[config.mk]
export PLATFORM = sky130hd
export DESIGN_NAME = key_event_encoder
export DESIGN_NICKNAME = d
export VERILOG_FILES = /design/src/rtl/key_event_encoder.sv
export SDC_FILE = /design/constraint.sdc
export NUM_CORES = 1
export LEC_CHECK = 0
export CORE_MARGIN = 1.5
export CORE_UTILIZATION = 25
export DETAILED_ROUTE_END_ITERATION = 8
export DONT_BUFFER_PORTS = 1
export PLACE_DENSITY = 0.37
export REMOVE_ABC_BUFFERS = 1
export SYNTH_ARGS = -nofsm -noshare
export SYNTH_HDL_FRONTEND = slang
export SYNTH_SLANG_ARGS = --single-unit
[constraint.sdc]
create_clock -name clk_500hz -period 5.69 [get_ports clk_500hz]
set_input_delay 1.138 -clock clk_500hz [delete_from_list [all_inputs] [get_ports clk_500hz]]
set_output_delay 1.138 -clock clk_500hz [all_outputs]
set_load 0.01 [all_outputs]
[src/rtl/key_event_encoder.sv]
// Key event encoder: turns debounced key presses into key codes with
// auto-repeat, queued in a FIFO drained by a valid/ready handshake.
// Ports: clk_500hz, rst_n (async low), isPressed[N*N], key_code/key_valid/
//        key_ready (FIFO head handshake), multi_key, overflow (drop pulse).
module key_event_encoder #(
  parameter int N            = 5,
  parameter int DEPTH        = 4,
  parameter int REPEAT_DELAY = 250,
  parameter int REPEAT_RATE  = 50
) (
  input  logic                     clk_500hz,
  input  logic                     rst_n,
  input  logic [N*N-1:0]           isPressed,
  output logic [$clog2(N*N)-1:0]   key_code,
  output logic                     key_valid,
  input  logic                     key_ready,
  output logic                     multi_key,
  output logic                     overflow
);

  localparam int CW   = $clog2(N*N);
  localparam int AW   = $clog2(DEPTH);
  localparam int MAXC = (REPEAT_DELAY > REPEAT_RATE) ?
                        REPEAT_DELAY : REPEAT_RATE;
  localparam int TW   = (MAXC > 1) ? $clog2(MAXC) : 1;
  localparam logic [TW-1:0] DLY_END  = TW'(REPEAT_DELAY - 1);
  localparam logic [TW-1:0] RATE_END = TW'(REPEAT_RATE - 1);
  localparam logic [AW:0]   FULL_CNT = (AW+1)'(DEPTH);

  typedef enum logic [1:0] {
    S_IDLE,
    S_HELD,
    S_RPT
  } state_t;

  state_t          state, state_nx;
  logic [N*N-1:0]  prev;
  logic [N*N-1:0]  rise;
  logic [CW-1:0]   idx, idx_nx;
  logic [CW-1:0]   hit_idx;
  logic [TW-1:0]   cnt, cnt_nx;
  logic            one_hot, many;
  logic            push;
  logic [CW-1:0]   push_code;

  logic [CW-1:0]   mem [DEPTH];
  logic [AW-1:0]   wp, rp;
  logic [AW:0]     count;
  logic            full, pop, wr_ok;

  assign rise    = isPressed & ~prev;
  assign one_hot = $onehot(isPressed);
  assign many    = !$onehot0(isPressed);

  always_comb begin
    hit_idx = '0;
    for (int i = 0; i < N*N; i++)
      if (isPressed[i]) hit_idx = CW'(i);
  end

  always_comb begin
    state_nx  = state;
    idx_nx    = idx;
    cnt_nx    = cnt;
    push      = 1'b0;
    push_code = idx;
    case (state)
      S_IDLE: begin
        if (one_hot && rise[hit_idx]) begin
          push      = 1'b1;
          push_code = hit_idx;
          idx_nx    = hit_idx;
          cnt_nx    = '0;
          state_nx  = S_HELD;
        end
      end
      S_HELD: begin
        if (!isPressed[idx]) begin
          state_nx = S_IDLE;
        end else if (REPEAT_DELAY != 0) begin
          if (cnt == DLY_END) begin
            push     = 1'b1;
            cnt_nx   = '0;
            state_nx = S_RPT;
          end else begin
            cnt_nx = cnt + 1'b1;
          end
        end
      end
      S_RPT: begin
        if (!isPressed[idx]) begin
          state_nx = S_IDLE;
        end else if (cnt == RATE_END) begin
          push   = 1'b1;
          cnt_nx = '0;
        end else begin
          cnt_nx = cnt + 1'b1;
        end
      end
      default: state_nx = S_IDLE;
    endcase
  end

  always_ff @(posedge clk_500hz or negedge rst_n) begin
    if (!rst_n) begin
      state     <= S_IDLE;
      prev      <= '0;
      idx       <= '0;
      cnt       <= '0;
      multi_key <= 1'b0;
    end else begin
      state     <= state_nx;
      prev      <= isPressed;
      idx       <= idx_nx;
      cnt       <= cnt_nx;
      multi_key <= (state_nx == S_IDLE) && many;
    end
  end

  assign full      = (count == FULL_CNT);
  assign key_valid = (count != '0);
  assign pop       = key_valid & key_ready;
  // A full FIFO still accepts a push when the head leaves on the same edge.
  assign wr_ok     = push && (!full || pop);
  assign key_code  = key_valid ? mem[rp] : '0;

  always_ff @(posedge clk_500hz) begin
    if (wr_ok) mem[wp] <= push_code;
  end

  always_ff @(posedge clk_500hz or negedge rst_n) begin
    if (!rst_n) begin
      wp       <= '0;
      rp       <= '0;
      count    <= '0;
      overflow <= 1'b0;
    end else begin
      if (wr_ok) wp <= wp + 1'b1;
      if (pop)   rp <= rp + 1'b1;
      case ({wr_ok, pop})
        2'b10:   count <= count + 1'b1;
        2'b01:   count <= count - 1'b1;
        default: count <= count;
      endcase
      overflow <= push && full && !pop;
    end
  end

endmodule

# == Word level (Yosys, flattened, before mapping) ==
# Memory sizes are Yosys's and may differ from the RTL's.
# Index checks and enable logic that the tools add are counted.
# op_classes
n_eq_ne,11
reduce_logical,15
add_sub_neg,29
mul,0
n_div,0
bitwise_logic,3
order_cmp,3
shifts,0
n_mux,51
# ops
cell,n
5-bit 2-to-1 mux,24
8-bit 2-to-1 mux,5
25-bit bitwise AND,1
25-bit NOT,1
1-bit by 1-bit adder with 2-bit output,12
8-bit one-hot mux with 3 select lines,1
2-bit by 2-bit adder with 3-bit output,6
3-bit by 3-bit adder with 4-bit output,3
"5-bit by 6-bit less-than comparator with 1-bit output, second input constant",2
2-bit 2-to-1 mux,6
1-bit binary-select mux with 5-bit select,2
1-bit 2-to-1 mux,10
"8-bit by 1-bit adder with 8-bit output, second input constant",1
"8-bit by 6-bit == test with 1-bit output, second input constant",1
"8-bit == test, second input constant",1
"2-bit inequality test, second input constant",3
2-bit one-hot mux with 3 select lines,1
3-bit one-hot mux with 2 select lines,1
3-bit nonzero test,2
4-bit by 1-bit adder with 5-bit output,1
4-bit by 4-bit adder with 5-bit output,1
5-bit adder,1
"5-bit by 1-bit == test with 1-bit output, second input constant",1
"5-bit by 1-bit less-or-equal comparator with 1-bit output, second input constant",1
14 further kinds,24
# word_totals
word_cells,122
latchBits,0
ff_bits,49
ram_bits,20
n_memories,1
rom_bits,0
out_inout_bits,8
# memory_table
memory,words,word_bits,read_ports,rd_ports_with_merged_regs,wr,line_no,rtl
mem,4,5,1,0,1,46,logic [CW-1:0] mem [DEPTH];

# == Depth between registers and ports, before layout ==
# logic_depth
depth_word,32
mapped_depth,24
depth_no_buf,23

# == Worst setup path after synthesis ==
# Ideal clock, no wire load.
# synth_timing
path_kind,input to register
from,input isPressed[17]
to,register count[2]
path_slack_ns,-1.570
path_stages,23
arrival_ns,7.174
cell_sequence,fa_1 -> inv_1 -> fa_1 -> inv_1 -> fa_1 -> inv_1 -> fa_1 -> fa_1 -> fa_1 -> fa_1 -> nor4b_1 -> nor3b_1 -> nand2_1 -> o41a_1 -> o21ai_1 -> a21oi_1 -> a211oi_2 -> buf_6 -> nor2_1 -> fa_1 -> nand2b_1 -> o31a_1 -> o211ai_1
# synth_via
elab_chain_cells,16
# synth_rtl
element,line_no,rtl
from (decl),13,"input logic [N*N-1:0] isPressed,"
branches (longest 12 deep; another with 4-bit by 1-bit adder with 5-bit output),-,
1-bit one-hot mux with 3 select lines *,67,case (state)
1-bit logical AND *,124,assign wr_ok = push && (!full || pop);
2-bit by 1-bit == test with 1-bit output / 2-bit == test (equally long branches),140,"case ({wr_ok, pop})"
3-bit one-hot mux with 2 select lines / 2-bit nonzero test (equally long branches),-,
to (signal assigned),141,2'b10: count <= count + 1'b1;
to (signal assigned),142,2'b01: count <= count - 1'b1;
to (signal assigned),143,default: count <= count;
to (decl),48,logic [AW:0] count;
# Mark *: on every way between the ends. The select of a mux whose other input is x is not followed.
# A chain may end at the register's enable or synchronous reset.

# == Final worst setup path ==
# layout_timing
from,input isPressed[17]
to,register count[1]
# The elaborated chain is that of the path after synthesis.

==> qor.yml <==
route:
  dr.first_iter.drc_count: 183
  drc: 0
  routed_wl_microns: 12300
  routed_via_density: 4.88
  antenna_left: 0
  first_pass_iters: 4
  wl_per_cell_microns: 18.5
  num_vias: 3234
global_routing:
  grt_overflow: 0
  grt_pass1_wl_microns: 20100
  grt_usage_pct: 13.7
  antenna_found_initial: 0
  grt_max_degree: 50
  grt_pass1_vias: 3529
power_and_ir_drop:
  power_leakage_nw: 2.22
  peakVddDrop_v: 0.000190
  power_density_mw_per_mm2: 412
clock_tree:
  htreeDepth: 3
  clockBufferDepth: 2
  cts_tree: "yes"
  cts_root_buf: "clkbuf_16"
  clk_pin_slew_ns: 0.06
  clkLatencyLatePin_ns: 0.34
  numCtsBuffers: 9
  postCtsHoldBufs: 0
  clock_sinks: 69
setup_path:
  crit_arrival_ns: 6.89
  crit_fanout: 7
  critical_path_required_ns: 5.91
  rr_endpoint: "count[1]"
  path_common_cell: "fa_1"
  critical-path-max-stage-delay_ns: 0.54
  r2r_start: "idx[0]"
  worstSetupEndpointType: "register"
  critical_path_class: "input pin to register"
  start_kind: "input pin"
  ff2ff_path_depth: 10
  r2r_slack_ns: 1.46
  crit_chain: "fa_1, inv_2, fa_1, inv_1, fa_1, inv_1, fa_1, fa_1, fa_2, fa_1, nor4b_4, nor3b_4, nand2_1, o41a_1, o21ai_2, a21oi_2, a211oi_2, nor2_1, fa_2, nor3b_1, a311o_1"
  cpMaxStageDelayCell: "fa_1"
floorplan:
  die_height_microns: 138
  fp.dieW_microns: 138
  fp.dieArea_sq_mm: 0.0191
  core_area_sq_mm: 0.0179
  rows: 49
  pin_count: 36
  start_util_pct: 25.5
yosys:
  synth-seq-cells: 69
  synth_edf_count: 20
  synthCells: 400
  ys_seq_area_share_pct: 40.0
  synthTopCellsByCount: "dfrtp_1 (49), inv_1 (49), nor2_1 (26), edfxtp_1 (20), fa_1 (19)"
  async_reset_ff_share_pct: 71.0
  synth_top_cell_area_share_pct: 26.9
  yosysWarnings: 0
  synth_top_area_cell: "dfrtp_1"
  avgSynthCellArea_sq_um: 11.4
  synth_area_sq_mm: 0.00456
  ys_types: 73
  synthFlopType: "dfrtp_1"
  netlist_top_cells_area: "dfrtp_1 (27%), edfxtp_1 (13%), fa_1 (8.3%)"
timing:
  fmax_mhz: 150
  skew_ns: 0.0102
  setup_viol: 62
  finalSetupTns_ns: -44.24
  slew_headroom_pct: 22.9
  finalCriticalPeriod_ns: 6.67
  finalCritPeriodShare_pct: 117
  rsz0062_at_grt: "true"
  hold_viol: 0
  worst_slack_ns: -0.980
  tightestPinTransition_ns: 1.14
  slew_violations: 0
place:
  dp_slack_ns: -1.75
  place_inst: 642
  hpwl_microns: 9210
  port_buffers: 0
  place_congestion: 0.821
  place_area_sq_mm: 0.00496
final_layout:
  antennaDiodeCount: 0
  fin_area_sq_mm: 0.00550
  finalNetCount: 491
  fin_util_pct: 30.7
  drive_gt1_share_pct: 24.0
  final_cells: 663
  synthToLayoutAreaGrowth_pct: 20.6
status:
  failed_checks: "negative setup slack"
  status: "finished with violations"
flow_run:
  maxCapViolCount: 0
min_path:
  hold_path_class: "input pin to async pin"
-- metal layers --
layer	vias up	share of wire (%)	wire, microns	GRT usage, %
met5	-	0	0	0
met2	56	47	5760	22.1
met1	1632	47	5820	18.0
li1	1528	-	-	-
met3	18	3.3	408	2.84
met4	0	2.2	272	5.32
-- worst max-delay path by stage --
stage	from	endpoint	slack, ns	cells after the start
after detailed placement	isPressed[17]	count[2]	-1.75	22
final	isPressed[17]	count[1]	-0.98	21
after CTS	isPressed[17]	count[1]	-0.94	21
after global placement	isPressed[17]	count[1]	-1.68	21
after global routing	isPressed[17]	count[1]	-1.19	21
after floorplan	isPressed[17]	count[1]	-1.74	21
-- repair_timing --
action                     4_1_cts  5_1_grt
resized for setup               28        8
cloned                           1        0
buffers inserted                 3        2
pin swaps                        4        2
setup endpoints to repair       62       62
-- flip-flops by register name, summed over array words and instances (netlist names) --
| name | cells |
|---|---|
| state | 2 |
| prev | 25 |
| wp | 2 |
| mem | 20 |
| rp | 2 |
| overflow | 1 |
| multi_key | 1 |
| count | 3 |
| cnt | 8 |
| idx | 5 |
-- cell type report --
type | instances | area, sq um
multi-input cells | 269 | 2620
repair buffers | 31 | 272
inverters | 49 | 184
flip-flops and latches | 69 | 1830
fillers | 1834 | 12400
well taps | 229 | 287
clock buffers | 13 | 250
clock inverters | 3 | 68.8
-- metrics by stage --
step                power, W  hold WS (ns)
floorplan            0.00126         0.505
global placement     0.00151         0.528
detailed placement   0.00152         0.536
CTS                  0.00228         0.473
global route         0.00244         0.464
finish               0.00227         0.485
-- where the power goes --
group	internal, W	switching [W]	leakage (nW)
combinational	0.000513	0.000436	1.28
clock	0.000397	0.000222	0.154
sequential	0.000599	0.0000990	0.785
total	0.00151	0.000757	2.22
-- worst max-delay path: cells and delay by family --
| kind | cells | cell delay, ns |
|---|---|---|
| adders and majority gates | 8 | 3.69 |
| AOI/OAI and AO/OA | 5 | 1.11 |
| and+or+nand+nor | 5 | 0.79 |
| buffers and inverters | 3 | 0.15 |
-- cells by family (layout without fill, tap and decap cells) --
kind of cell             count (synthesis)  in the layout  synth area share (%)
buffers and inverters                   62             96                  5.87
AO/OA/AOI/OAI                           93             93                  17.0
multiplexers                            24             24                  8.86
XOR/XNOR                                 4              4                 0.768
AND/OR/NAND/NOR                        114            114                  15.0
flip-flops                              69             69                  40.0
adder cells (fa/ha/maj)                 34             34                  12.5
-- layout by cell type, fill, tap and decap left out, types with 12 or more instances in the layout --
| cell type | instances |
|---|---|
| a21oi_1 | 12 |
| buf_4 | 26 |
| dfrtp_1 | 49 |
| edfxtp_1 | 20 |
| fa_1 | 17 |
| ha_1 | 15 |
| inv_1 | 48 |
| mux4_2 | 12 |
| nand2_1 | 12 |
| nand2b_1 | 13 |
| nor2_1 | 26 |
No activity file was read; power rests on OpenSTA's default activity.
